===== config.mk =====
export PLATFORM = sky130hd
export DESIGN_NAME = instruction_fetch_unit
export DESIGN_NICKNAME = d
export VERILOG_FILES = /design/src/rtl/mips_pkg.sv /design/src/rtl/instruction_fetch_unit_if_id_stage_reg.sv /design/src/rtl/instruction_fetch_unit.sv
export SDC_FILE = /design/constraint.sdc
export NUM_CORES = 1
export LEC_CHECK = 0
export CORE_UTILIZATION = 47
export DETAILED_ROUTE_END_ITERATION = 12
export PLACE_DENSITY = 0.81
export SYNTH_ARGS = -nofsm -noshare
export SYNTH_HDL_FRONTEND = slang
export SYNTH_HIERARCHICAL = 1
export SYNTH_SLANG_ARGS = --single-unit

===== constraint.sdc =====
create_clock -name clk -period 3.2 [get_ports clk]
set_input_delay 0.96 -clock clk [delete_from_list [all_inputs] [get_ports clk]]
set_output_delay 0.96 -clock clk [all_outputs]
set_load 0.02 [all_outputs]

===== src/rtl/mips_pkg.sv =====
// Shared types and constants for the instruction fetch slice.
package mips_pkg;

  localparam int          WORD_W   = 32;
  localparam logic [31:0] INST_NOP = 32'h0000_0000;
  localparam logic [31:0] PC_INCR  = 32'd4;

  typedef enum logic [1:0] {
    IF_IDLE,
    IF_RUN,
    IF_HALT
  } if_state_t;

endpackage


===== src/rtl/instruction_fetch_unit_if_id_stage_reg.sv =====
// IF/ID output register: flush clears valid, load captures a new entry,
// otherwise the entry (and its valid flag) holds.
module if_id_stage_reg
  import mips_pkg::*;
(
  input  logic              clk,
  input  logic              rst_n,
  input  logic              i_load,
  input  logic              i_flush,
  input  logic [WORD_W-1:0] i_inst,
  input  logic [WORD_W-1:0] i_pc,
  input  logic [WORD_W-1:0] i_pc_plus4,
  output logic              o_valid,
  output logic [WORD_W-1:0] o_inst,
  output logic [WORD_W-1:0] o_pc,
  output logic [WORD_W-1:0] o_pc_plus4
);

  logic              r_valid;
  logic [WORD_W-1:0] r_inst;
  logic [WORD_W-1:0] r_pc;
  logic [WORD_W-1:0] r_pc_plus4;

  // Flush outranks load; contents are kept on flush, only valid drops.
  always_ff @(posedge clk) begin
    if (!rst_n) begin
      r_valid    <= 1'b0;
      r_inst     <= INST_NOP;
      r_pc       <= '0;
      r_pc_plus4 <= '0;
    end else if (i_flush) begin
      r_valid <= 1'b0;
    end else if (i_load) begin
      r_valid    <= 1'b1;
      r_inst     <= i_inst;
      r_pc       <= i_pc;
      r_pc_plus4 <= i_pc_plus4;
    end
  end

  assign o_valid    = r_valid;
  assign o_inst     = r_inst;
  assign o_pc       = r_pc;
  assign o_pc_plus4 = r_pc_plus4;

endmodule


===== src/rtl/instruction_fetch_unit.sv =====
// Instruction fetch unit: PC, IDLE/RUN/HALT control, range and alignment
// checks, feeding the IF/ID register toward decode.
// Optional macro IF_PERF_COUNT_EN adds fetch/stall/flush counters.
module instruction_fetch_unit
  import mips_pkg::*;
#(
  parameter logic [31:0] RESET_PC   = 32'h0000_0000,
  parameter int          IMEM_DEPTH = 128
) (
  input  logic              clk,
  input  logic              rst_n,
  output logic [WORD_W-1:0] imem_addr,
  input  logic [WORD_W-1:0] imem_inst,
  input  logic              redirect_valid,
  input  logic [WORD_W-1:0] redirect_pc,
  input  logic              id_ready,
  output logic              if_valid,
  output logic [WORD_W-1:0] if_inst,
  output logic [WORD_W-1:0] if_pc,
  output logic [WORD_W-1:0] if_pc_plus4,
  output logic              halted,
  output logic              fetch_fault
`ifdef IF_PERF_COUNT_EN
  ,
  output logic [31:0]       fetch_count,
  output logic [31:0]       stall_count,
  output logic [15:0]       flush_count
`endif
);

  logic [WORD_W-1:0] r_pc;
  if_state_t         r_state;
  logic              r_halted;
  logic              r_fault;

  logic              w_if_valid;
  logic              w_adv;
  logic              w_in_range;
  logic              w_redirect;
  logic              w_misaligned;
  logic              w_run_adv;
  logic              w_load;
  logic              w_flush;
  logic [WORD_W-1:0] w_pc_plus4;

  assign imem_addr    = {2'b00, r_pc[31:2]};
  assign w_pc_plus4   = r_pc + PC_INCR;
  assign w_adv        = !w_if_valid || id_ready;
  assign w_in_range   = imem_addr < 32'(IMEM_DEPTH);
  assign w_redirect   = redirect_valid && (r_state != IF_IDLE);
  assign w_misaligned = redirect_pc[1:0] != 2'b00;
  assign w_run_adv    = (r_state == IF_RUN) && w_adv && !w_redirect;
  assign w_load       = w_run_adv && w_in_range;
  // Running off the end only happens on an advance, so the current entry
  // is either empty or being consumed this cycle and can be dropped.
  assign w_flush      = w_redirect || (w_run_adv && !w_in_range) ||
                        ((r_state == IF_HALT) && id_ready);

  // PC and state machine; redirect has priority over sequential fetch.
  always_ff @(posedge clk) begin
    if (!rst_n) begin
      r_pc     <= RESET_PC;
      r_state  <= IF_IDLE;
      r_halted <= 1'b0;
      r_fault  <= 1'b0;
    end else if (r_state == IF_IDLE) begin
      r_state <= IF_RUN;
    end else if (w_redirect) begin
      r_pc <= redirect_pc;
      if (w_misaligned) begin
        r_state  <= IF_HALT;
        r_halted <= 1'b1;
        r_fault  <= 1'b1;
      end else begin
        r_state  <= IF_RUN;
        r_halted <= 1'b0;
      end
    end else if (w_run_adv) begin
      if (w_in_range) begin
        r_pc <= w_pc_plus4;
      end else begin
        r_state  <= IF_HALT;
        r_halted <= 1'b1;
      end
    end
  end

  assign halted      = r_halted;
  assign fetch_fault = r_fault;

  if_id_stage_reg u_stage (
    .clk        (clk),
    .rst_n      (rst_n),
    .i_load     (w_load),
    .i_flush    (w_flush),
    .i_inst     (imem_inst),
    .i_pc       (r_pc),
    .i_pc_plus4 (w_pc_plus4),
    .o_valid    (w_if_valid),
    .o_inst     (if_inst),
    .o_pc       (if_pc),
    .o_pc_plus4 (if_pc_plus4)
  );

  assign if_valid = w_if_valid;

`ifdef IF_PERF_COUNT_EN
  logic [31:0] r_fetch_count;
  logic [31:0] r_stall_count;
  logic [15:0] r_flush_count;

  // Event counters; all wrap naturally on overflow.
  always_ff @(posedge clk) begin
    if (!rst_n) begin
      r_fetch_count <= '0;
      r_stall_count <= '0;
      r_flush_count <= '0;
    end else begin
      if (w_load) r_fetch_count <= r_fetch_count + 32'd1;
      if ((r_state == IF_RUN) && w_if_valid && !id_ready)
        r_stall_count <= r_stall_count + 32'd1;
      if (w_redirect && w_if_valid) r_flush_count <= r_flush_count + 16'd1;
    end
  end

  assign fetch_count = r_fetch_count;
  assign stall_count = r_stall_count;
  assign flush_count = r_flush_count;
`endif

endmodule

==> flow_metrics.env <==
export IMPL_status="complete, no violations"
export IMPL_syn_inst=746
export IMPL_drc=0
export IMPL_routed_wl_um=16880
export IMPL_cpMostUsedCell="buf_12"
export IMPL_crit_buf_inv=3
export IMPL_total_power_uw=4473
export IMPL_fin_crit_ns=2.778
export IMPL_synth_edf_count=0
export IMPL_avgViaCountPerCell=5.165
export IMPL_cts_buffers=17
export IMPL_drt_first_pass_iters=5
export IMPL_cts_num_sinks=133
export IMPL_synth_area_leaders="dfxtp_1 (42%), mux2i_1 (15%), nand2_1 (15%), buf_4 (4.5%), xnor2_1 (3.2%)"
export IMPL_gp_congestion=0.8665
export IMPL_coreArea_um2=12820
export IMPL_hold_buffers=0
export IMPL_ys_ff_latch=133
export IMPL_crit_required_ns=3.52
export IMPL_drv_slew=0
export IMPL_drive_gt1_frac=0.07974
export IMPL_cp_top_family="simple AND/OR/NAND/NOR gates"
export IMPL_clockBufferDepth=2
export IMPL_cts_setup_buffers=0
export IMPL_yosysWarningCount=6
export IMPL_synthesis_area_um2=6276
export IMPL_final_common_cell="nand2_1"
export IMPL_yosysTopAreaCellShare=0.4242
export IMPL_p_leak_uw=0.003086
export IMPL_rsz0062_at_grt="no"
export IMPL_port_buffers=196
export IMPL_ant_nets=0
export IMPL_clkTransAtPathRegs_ns=0.05
export IMPL_grt_pass1_vias=5248
export IMPL_cts_tree="built"
export IMPL_irDropWorstVdd_mv=0.3366
export IMPL_cp_end_kind="register"
export IMPL_n_antenna_cell=0
export IMPL_htreeDepth=4
export IMPL_route_vias_total=5681
export IMPL_cp_max_fo=14
export IMPL_hp_class="reg2reg"
export IMPL_clock_fmax_ghz=0.3600
export IMPL_power_density_nw_per_um2=502.5
export IMPL_cts_root_buf="clkbuf_16"
export IMPL_die_area_um2=13820
export IMPL_grt_use_total=0.2443
export IMPL_antenna_found_initial=0
export IMPL_async_flop_share=0
export IMPL_worst_pin_slew_ns=0.6721
export IMPL_slew_headroom=0.5503
export IMPL_mostFrequentLayoutCells="nand2_1 (255), clkdlybuf4s50_1 (195), dfxtp_1 (133)"
export IMPL_max_cap_violations=0
export IMPL_fin_crit_sh=0.8681
export IMPL_grt_pass1_wl_um=26970
export IMPL_skew_ns=0.006991
export IMPL_grt_max_degree=139
export IMPL_startpoint_type="input pin"
export IMPL_chipWidth_um=117.6
export IMPL_rows=41
export IMPL_ys_types=54
export IMPL_yosysSeqAreaShare=0.4242
export IMPL_synth_flop_cell="dfxtp_1"
export IMPL_grt_overflow=0
export IMPL_cp_cell_sequence="clkdlybuf4s50_1 -> nor2b_1 -> nor4_4 -> nand2_1 -> nor2_1 -> nor2b_4 -> buf_12 -> buf_12 -> mux2i_1"
export IMPL_crit_path_max_incr_delay_ns=0.52
export IMPL_drt_iter0_drc=457
export IMPL_yosysTopAreaCell="dfxtp_1"
export IMPL_area_growth_pct=41.83
export IMPL_wl_per_cell_um=15.34
export IMPL_critical_path_class="in2reg"
export IMPL_dp_hpwl_um=11720
export IMPL_postSynthAreaPerCell_um2=8.413
export IMPL_initial_utilization=0.4894
export IMPL_setup_violations_final=0
export IMPL_clock_latency_ns=0.41
export IMPL_ios=199
export IMPL_tns_ns=0
export IMPL_crit_path_top_delay_cell="clkdlybuf4s50_1"
export IMPL_finalHoldViolations=0
export IMPL_final_core_utilization=0.6940
export IMPL_arrival_ns=3.10
export IMPL_fin_nets=986
export IMPL_die_y_um=117.6
export IMPL_cts_resized=0
[through the flow]
step,hold slack (ns),area [um^2],instances,setup slack (ns)
floorplan,0.4481,6280,747,0.3156
global placement,0.4401,8313,1070,0.1646
detailed placement,0.4460,8313,1070,0.07486
CTS,0.4561,8901,1100,0.4654
global route,0.4725,8901,1100,0.2874
finish,0.4531,8901,1100,0.4222
[where the power goes]
part / leakage, uW / internal [uW] / switching [uW]
logic: 0.00172 / 350 / 417
registers: 0.00108 / 1720 / 67.8
clock network: 0.000290 / 1260 / 656
[Yosys cell counts, drive strengths merged, types with 5 or more instances]
library cell  number
xor2               5
nand2            255
nor2              16
xnor2             23
and3               8
buf               63
mux2i             96
clkbuf            20
nand4             15
inv                5
dfxtp            133
nor3               6
o21ai              6
nor4               9
a21oi             30
nand3             16
[sequential cells by signal, indices dropped and copies added, names as in the netlist]
signal,flops
u_stage/o_pc_plus4,32
u_stage/o_pc,32
r_state,2
u_stage/o_inst,32
fetch_fault,1
r_pc,32
u_stage/o_valid,1
halted,1
[metal layers]
metal / share of wire / GRT usage
met1: 0.44 / 0.3129
met2: 0.47 / 0.3946
met3: 0.073 / 0.06250
met4: 0.016 / 0.09135
met5: 0 / 0
[worst min-delay path: stages (launching register included)]
cell and delay, ns:
dfxtp_1 0.30, nand2_1 0.05, mux2i_1 0.05
[logic make-up after synthesis]
kind of cell,synth area share
flops,0.4242
buf+inv,0.08692
mux,0.1531
simple gates,0.2410
other cells,0.0005975
compound gates,0.05303
fa+ha+maj,0.001993
xor+xnor,0.03907
[final cells by class]
type	instances	area (um^2)
clock buffers	27	523.0
clock inverters	3	65.06
fillers	1045	3924
inverters	5	18.77
multi-input cells	526	3080
flip-flops and latches	133	2663
well taps	172	215.2
repair buffers	234	2336
[worst paths after layout]
check                    startpoint                end  slack [ns]  cells past startpoint
setup / recovery           id_ready   u_stage/o_pc[25]        0.42                      9
hold / removal    u_stage/o_inst[4]  u_stage/o_inst[4]        0.45                      2
setup reg to reg           r_pc[12]   u_stage/o_pc[25]        0.47                      8
hold reg to reg   u_stage/o_inst[4]  u_stage/o_inst[4]        0.45                      2
Note: power is estimated with default switching activity, not from simulation.
